`src/rtl/stream_mux4_pkg.sv`:
```
`default_nettype none
// ============================================================================
//  Module   : stream_mux4_pkg
//  Brief    : Shared constants, FSM state type and winner-pick helpers for
//             the 4:1 packet stream multiplexer.
//  Revision : 1.0 - initial release
// ============================================================================
package stream_mux4_pkg;

  localparam int N_CH  = 4;
  localparam int SEL_W = 2;

  typedef enum logic [0:0] {
    IDLE = 1'b0,
    LOCK = 1'b1
  } state_t;

  // Round-robin pick: first requester scanning ptr, ptr+1, ptr+2, ptr+3.
  // The index wraps naturally in SEL_W bits.
  function automatic logic [SEL_W-1:0] rr_pick(input logic [N_CH-1:0]  req,
                                               input logic [SEL_W-1:0] ptr);
    logic [SEL_W-1:0] idx;
    logic [SEL_W-1:0] win;
    logic             found;
    win   = ptr;
    found = 1'b0;
    for (int k = 0; k < N_CH; k++) begin
      idx = ptr + SEL_W'(k);
      if (!found && req[idx]) begin
        win   = idx;
        found = 1'b1;
      end
    end
    return win;
  endfunction

  // Fixed-priority pick: lowest-numbered requester wins.
  function automatic logic [SEL_W-1:0] fp_pick(input logic [N_CH-1:0] req);
    logic [SEL_W-1:0] win;
    win = '0;
    for (int k = N_CH - 1; k >= 0; k--) begin
      if (req[k]) begin
        win = SEL_W'(k);
      end
    end
    return win;
  endfunction

endpackage
`default_nettype wire

```
`src/rtl/stream_mux4_rr_arb4.sv`:
```
`default_nettype none
// ============================================================================
//  Module   : rr_arb4
//  Brief    : Combinational 4-way winner pick from a request vector.
//             Round-robin from ptr_i by default; with
//             STREAM_MUX4_FIXED_PRIO_EN defined it becomes fixed priority
//             (lowest index wins) and the ptr_i port disappears.
//  Revision : 1.0 - initial release
// ============================================================================
module rr_arb4
  import stream_mux4_pkg::*;
(
  input  logic [N_CH-1:0]  req_i,
`ifndef STREAM_MUX4_FIXED_PRIO_EN
  input  logic [SEL_W-1:0] ptr_i,
`endif
  output logic [SEL_W-1:0] win_o
);

`ifdef STREAM_MUX4_FIXED_PRIO_EN
  // Fixed priority: a busy low channel can starve the others.
  assign win_o = fp_pick(req_i);
`else
  // Rotating priority starting at the channel after the last packet owner.
  assign win_o = rr_pick(req_i, ptr_i);
`endif

endmodule
`default_nettype wire

```
`src/rtl/stream_mux4.sv`:
```
`default_nettype none
// ============================================================================
//  Module   : stream_mux4
//  Brief    : 4:1 valid/ready packet multiplexer. Locks onto one channel per
//             packet (round-robin arbitration), forwards beats through a
//             registered output stage and tags each beat with its source
//             channel on out_sel.
//             Build option: STREAM_MUX4_FIXED_PRIO_EN selects fixed-priority
//             arbitration instead of round-robin.
//  Revision : 1.0 - initial release
// ============================================================================
module stream_mux4
  import stream_mux4_pkg::*;
#(
  parameter int DATA_W = 8
) (
  input  logic                     clk,
  input  logic                     rst_n,
  input  logic [N_CH-1:0]          in_valid,
  input  logic [N_CH*DATA_W-1:0]   in_data,
  input  logic [N_CH-1:0]          in_last,
  output logic [N_CH-1:0]          in_ready,
  output logic                     out_valid,
  output logic [DATA_W-1:0]        out_data,
  output logic                     out_last,
  output logic [SEL_W-1:0]         out_sel,
  input  logic                     out_ready
);

  state_t             state_q, state_d;
  logic [SEL_W-1:0]   grant_q, grant_d;
  logic [SEL_W-1:0]   w_win;

  logic               out_valid_q;
  logic [DATA_W-1:0]  out_data_q;
  logic               out_last_q;
  logic [SEL_W-1:0]   out_sel_q;

  logic               w_load_en;
  logic               w_ready_grant;
  logic               w_accept;
  logic [DATA_W-1:0]  w_lane [N_CH];

  // Split the flat input bus into per-channel lanes.
  for (genvar i = 0; i < N_CH; i++) begin : g_lane
    assign w_lane[i] = in_data[i*DATA_W +: DATA_W];
  end

  // Output stage can take a beat when empty or draining this cycle.
  assign w_load_en = !out_valid_q || out_ready;
  // Ready is withheld while rst_n is low so no source sees a handshake
  // for a beat that the reset is about to drop.
  assign w_ready_grant = rst_n && (state_q == LOCK) && w_load_en;
  assign w_accept      = w_ready_grant && in_valid[grant_q];

`ifdef STREAM_MUX4_FIXED_PRIO_EN
  rr_arb4 u_arb (
    .req_i (in_valid),
    .win_o (w_win)
  );
`else
  logic [SEL_W-1:0] ptr_q, ptr_d;

  rr_arb4 u_arb (
    .req_i (in_valid),
    .ptr_i (ptr_q),
    .win_o (w_win)
  );

  // Round-robin pointer moves past a channel once its packet completes.
  always_comb begin
    ptr_d = ptr_q;
    if (w_accept && in_last[grant_q]) begin
      ptr_d = grant_q + SEL_W'(1);
    end
  end

  // Round-robin pointer register.
  always_ff @(posedge clk) begin
    if (!rst_n) begin
      ptr_q <= '0;
    end else begin
      ptr_q <= ptr_d;
    end
  end
`endif

  // Next-state: arbitrate in IDLE, hold the grant in LOCK until last beat.
  always_comb begin
    state_d  = state_q;
    grant_d  = grant_q;
    in_ready = '0;
    case (state_q)
      IDLE: begin
        if (|in_valid) begin
          grant_d = w_win;
          state_d = LOCK;
        end
      end
      LOCK: begin
        in_ready[grant_q] = w_ready_grant;
        if (w_accept && in_last[grant_q]) begin
          state_d = IDLE;
        end
      end
      default: state_d = IDLE;
    endcase
  end

  // FSM state and grant registers.
  always_ff @(posedge clk) begin
    if (!rst_n) begin
      state_q <= IDLE;
      grant_q <= '0;
    end else begin
      state_q <= state_d;
      grant_q <= grant_d;
    end
  end

  // Output register: load on accepted beat, otherwise drain on out_ready.
  always_ff @(posedge clk) begin
    if (!rst_n) begin
      out_valid_q <= 1'b0;
      out_data_q  <= '0;
      out_last_q  <= 1'b0;
      out_sel_q   <= '0;
    end else if (w_accept) begin
      out_valid_q <= 1'b1;
      out_data_q  <= w_lane[grant_q];
      out_last_q  <= in_last[grant_q];
      out_sel_q   <= grant_q;
    end else if (out_ready) begin
      out_valid_q <= 1'b0;
    end
  end

  assign out_valid = out_valid_q;
  assign out_data  = out_data_q;
  assign out_last  = out_last_q;
  assign out_sel   = out_sel_q;

endmodule
`default_nettype wire

```
`config.mk`:
```
export PLATFORM = sky130hd
export DESIGN_NAME = stream_mux4
export DESIGN_NICKNAME = d
export VERILOG_FILES = /design/src/rtl/stream_mux4_pkg.sv /design/src/rtl/stream_mux4_rr_arb4.sv /design/src/rtl/stream_mux4.sv
export SDC_FILE = /design/constraint.sdc
export NUM_CORES = 1
export LEC_CHECK = 0
export ABC_AREA = 0
export CORE_MARGIN = 5
export CORE_UTILIZATION = 42
export DETAILED_ROUTE_END_ITERATION = 6
export PLACE_DENSITY = 0.95
export SLEW_MARGIN = 20
export SYNTH_ARGS = -nofsm -noshare
export SYNTH_HDL_FRONTEND = slang
export SYNTH_SLANG_ARGS = --single-unit
```
`constraint.sdc`:
```
create_clock -name clk -period 2.8 [get_ports clk]
set_input_delay 0.7 -clock clk [delete_from_list [all_inputs] [get_ports clk]]
set_output_delay 0.7 -clock clk [all_outputs]
set_load 0.05 [all_outputs]
```
Word level (Yosys, flattened, before mapping). Index checks and enable logic that the tools add are counted.

Bitwise gates (word level): 3. Multiplexer cells: 29. Reduce and logical (&&, ||, !) cells: 16. $lt $le $gt $ge: 7. Add/subtract/negate cells: 4.

Operators by type and width (count): $bmux 8 s2 (1); $mux 8 (2); $lt 2x3->1 const B (5); $mux 1 (14); $bmux 1 s2 (6); $logic_and 1x1->1 (8); $mux 2 (3); $add 2x1->2 const B (2); $add 2x2->2 const B (2); $and 4x4->4 (1); $logic_not 1->1 (4); $mux 4 (1); $reduce_or 4->1 (1); $ge 3x3->1 const B (1); $not 2->3 (1); $demux 1 s2 (1); $ge 2x1->1 const B (1); $pmux 1 s2 (1); $reduce_and 2->1 (1); $reduce_bool 2->1 (1); $logic_or 1x1->1 (1); $not 1->1 (1).

Bits of input ports: 43. Register bits after elaboration: 17. Output and inout port bits: 16. Logic and storage cells: 66.

Depth between registers and ports, before layout.
Word-level depth: 12. Depth in mapped cells: 6. Depth with buffers taken out: 4.

Modules after synthesis. Synthesis repeated with hierarchy kept, for this count alone.

Cells, all modules: 118. Area total of the unflattened synthesis: 1144.8 µm².

Modules (own cells, without submodules): stream_mux4 (times used 1, area each 1049.8 µm², sequential area each 340.3 µm², cells an instance 104); rr_arb4 (times used 1, area each 95.1 µm², sequential area each 0.0 µm², cells an instance 14).

Worst setup path after synthesis. No wires, ideal clock.

Path kind: in2out. From: input rst_n. To: output in_ready[0]. Setup slack: 0.382 ns. Stages on the path: 4. Arrival: 1.718 ns. Required time: 2.100 ns. Path buffers: 1. Cell sequence: buf_2 > nand2_1 > nor2_1 > and2_1.

Cells in the longest elaborated chain, start to end: 4.

RTL lines: start, declared (RTL line stream_mux4.sv:18) `input logic rst_n,`; $logic_and 1x1->1 (2 in a row) (RTL line stream_mux4.sv:53) `assign w_ready_grant = rst_n && (state_q == LOCK) && w_load_en;`; $and 4x4->4 (no source line); $mux 4 (RTL line stream_mux4.sv:93) `case (state_q)`; end, declared (RTL line stream_mux4.sv:22) `output logic [N_CH-1:0] in_ready,`.

No other way between the ends.

Worst setup path after layout.
From: input out_ready. To: output in_ready[1].

Cells in the longest elaborated chain, start to end: 4.

RTL lines: start, declared (RTL line stream_mux4.sv:27) `input logic out_ready`; $logic_or 1x1->1 (RTL line stream_mux4.sv:50) `assign w_load_en = !out_valid_q || out_ready;`; $logic_and 1x1->1 (RTL line stream_mux4.sv:53); $and 4x4->4 (no source line); $mux 4 (RTL line stream_mux4.sv:93).

No other way between the ends.

==> summary.md <==
| Metric | Value |
|---|---|
| Post-Syn Instances | `approximately 110` |
| Lkg Pwr | `about 0.66 nW` |
| H-tree levels | `1` |
| Synth Area per Inst | `just under 10 µm²` |
| First-pass GRT wire length | `between 4000 and 5000 µm` |
| Cell Pwr Density | `around 430 mW/mm²` |
| Clock network power share | `~18%` |
| Combinational fraction of design power | `42.7%` |
| CTS Buf Count | `3` |
| Net Sw Frac | `~36%` |
| Vias in the first global route | `about 1100` |
| Hold Buf Count CTS | `0` |
| Share of post-route cells with drive strength above 1 | `19.43%` |
| Die Ht | `~61 µm` |
| Worst-path fanout max | `5` |
| Top post-synthesis cells by count | `nand2_1, dfxtp_1, o21ai_0, o21ai_2, mux4_2` |
| Fin Setup TNS | `0 ns` |
| Ys flop type | `dfxtp_1` |
| Netlist cell types | `30` |
| Die Width | `61.49 µm` |
| Top cells by area, synth | `dfxtp_1, mux4_2, nand2_1` |
| Remaining global-route overflow | `0` |
| Synth area leader | `dfxtp_1` |
| Row count | `18` |
| CTS tree | `done` |
| RSZ-0062 raised after global routing | `false` |
| Largest net degree at the start of global routing | `23` |
| IR drop worst, VDD | `0.3398 mV` |
| Initial antenna violation count | `0` |
| Syn Std Cell Area | `roughly 0.0011 mm²` |
| Total core area | `0.002500 mm²` |
| Hold Fails Final Rpt | `0` |
| Asr flop ratio synth | `0%` |
| Int Power | `approximately 0.49 mW` |
| Skew final | `just over 0.005 ns` |
| Status | `completed` |
| Post_cts resized | `0` |
| Area delta synth->final | `61.01%` |
| Clk buf depth | `2` |
| Initial cell density of the core | `about 45%` |
| Worst setup EP type | `primary output` |
| Area after DPL | `approximately 0.0018 mm²` |
| Peak Freq | `between 300 and 400 MHz` |
| Post-synth EDFFs | `0` |
| Synth warnings | `0` |
| DP Wirelength | `between 2000 and 3000 µm` |
| Initial DRT Pass Iterations | `4` |
| Vias | `around 1100` |
| Clock latency on the worst-skew pair | `about 0.3 ns` |
| Final Max Tran Viols | `0` |
| Final WS setup | `between 0.1 and 0.15 ns` |
| DR WL/cell | `~15 µm` |
| Port Buffers | `between 50 and 60` |
| Crit Path Class | `in -> out` |
| Critical Path RT | `~2.1 ns` |
| DRT iter0 DRCs | `32` |
| CP startpoint kind | `primary input` |
| Die area | `0.003781 mm²` |
| Slew @ Worst Pin | `approximately 0.95 ns` |
| Clock tree sinks | `17` |
| Seq pwr share | `between 30% and 40%` |
| Final setup violation count | `0` |
| Clock-pin slew on the worst setup and hold paths | `roughly 0.11 ns` |
| NetSw | `between 0.2 and 0.3 mW` |
| Post-CTS Setup Bufs | `0` |
| CTS root buf | `clkbuf_4` |
| Antenna cells | `0` |
| HP Class | `reg -> reg` |
| Final Net Count | `223` |
| Most frequent cell after synthesis | `nand2_1` |
| Area share of the largest cell type after synthesis | `a little under a third` |
| Final worst path period share | `around 95%` |
| RePlAce Congestion | `0.7578` |
| Worst slack, placed | `0.06721 ns` |
| Final min period | `around 2.7 ns` |
| Post-route ant nets | `0` |
| WP data arrival | `1.96 ns` |
| Sequential share of the synthesized area | `a little under a third` |
| Drt total wl | `3129 µm` |
| Worst rel slew slack | `a little over a third` |
| Syn nets | `~160` |
| GR Util All Layers | `about 18%` |
| Post-route cell area | `0.001793 mm²` |
| Max_cap viols | `0` |
| IO Count | `between 50 and 60` |
| DRC | `0` |
| Vias per cell | `roughly 5.2` |
| Reg2Reg Setup Slack | `0.54 ns` |
| Yosys reg bits | `17` |
| Util after Layout | `71.72%` |
[worst max-delay path: stages]
cell and delay [ns]:
clkdlybuf4s50_1 0.45, and2b_2 0.21, nor2_1 0.23, and2_1 0.22
buf_12 0.15
[final timing paths]
path | end | start | depth (start not counted)
worst min register to register | out_sel[0]$_SDFFE_PN0P_ | out_sel[0]$_SDFFE_PN0P_ | 2
worst min-delay path | out_sel[0]$_SDFFE_PN0P_ | out_sel[0]$_SDFFE_PN0P_ | 2
worst max register to register | out_data[0]$_SDFFE_PN0P_ | grant_q[1]$_SDFFE_PN0P_ | 3
worst max-delay path | in_ready[1] | out_ready | 5
[per-stage QoR]
stage	hold slack, ns	cells	power (mW)
2_1_floorplan	0.4819	114	0.4952
3_5_place_dp	0.4501	201	0.6337
5_1_grt	0.4936	205	0.8051
6_report	0.4668	205	0.7636
3_3_place_gp	0.4448	201	0.6217
4_1_cts	0.4665	205	0.7695
[sequential cells by signal (all words and copies together) (netlist names)]
| signal | count |
|---|---|
| out_data | 8 |
| grant_q | 2 |
| out_sel | 2 |
| ptr_q | 2 |
| out_last | 1 |
| out_valid | 1 |
| state_q | 1 |
[layout make-up]
type	instances	area [µm²]
Clock buffer	3	22.52
Clock inverter	1	5.005
Fill cell	205	706.9
Inverter	3	11.26
Multi-Input combinational cell	87	710.7
Sequential cell	17	340.3
Tap cell	30	37.54
Timing Repair Buffer	64	665.6
[power groups by stage]
stage / Combinational (mW) / Clock [mW] / Sequential [mW]
after floorplan: 0.141 / 0 / 0.355
after global placement: 0.319 / 0 / 0.303
after detailed placement: 0.329 / 0 / 0.305
after CTS: 0.330 / 0.140 / 0.299
after global routing: 0.348 / 0.152 / 0.305
final: 0.326 / 0.138 / 0.299
[logic make-up after synthesis]
| family | synth area share (%) |
|---|---|
| buffers and inverters | 5.618 |
| AND/OR/NAND/NOR | 21.80 |
| flip-flops | 30.56 |
| adder cells (fa/ha/maj) | 4.495 |
| AO/OA/AOI/OAI | 17.42 |
| multiplexers | 20.11 |
[layout by cell type (no fill, tap or decap), types with 2 or more instances in the layout]
master,instances
nand2_1,26
and2_1,4
o21ai_0,8
clkdlybuf4s50_1,54
mux4_1,3
nor3_1,2
inv_1,3
o21ai_2,8
mux4_2,6
nor2_1,5
nand3_1,2
a31o_2,2
dfxtp_1,17
buf_12,4
ha_1,4
buf_4,6
nor2b_1,4
clkbuf_4,3
[per-layer routing]
layer / global-route usage, % / vias to the layer above / share of wire, % / routed length [µm]
li1: - / 532 / - / -
met1: 19.02 / 511 / 38 / 1178
met2: 34.98 / 25 / 57 / 1782
met3: 4.822 / 0 / 5.3 / 167
met4: 2.727 / 0 / 0 / 0
met5: 0 / - / 0 / 0
Note: power is estimated with default switching activity, not from simulation.
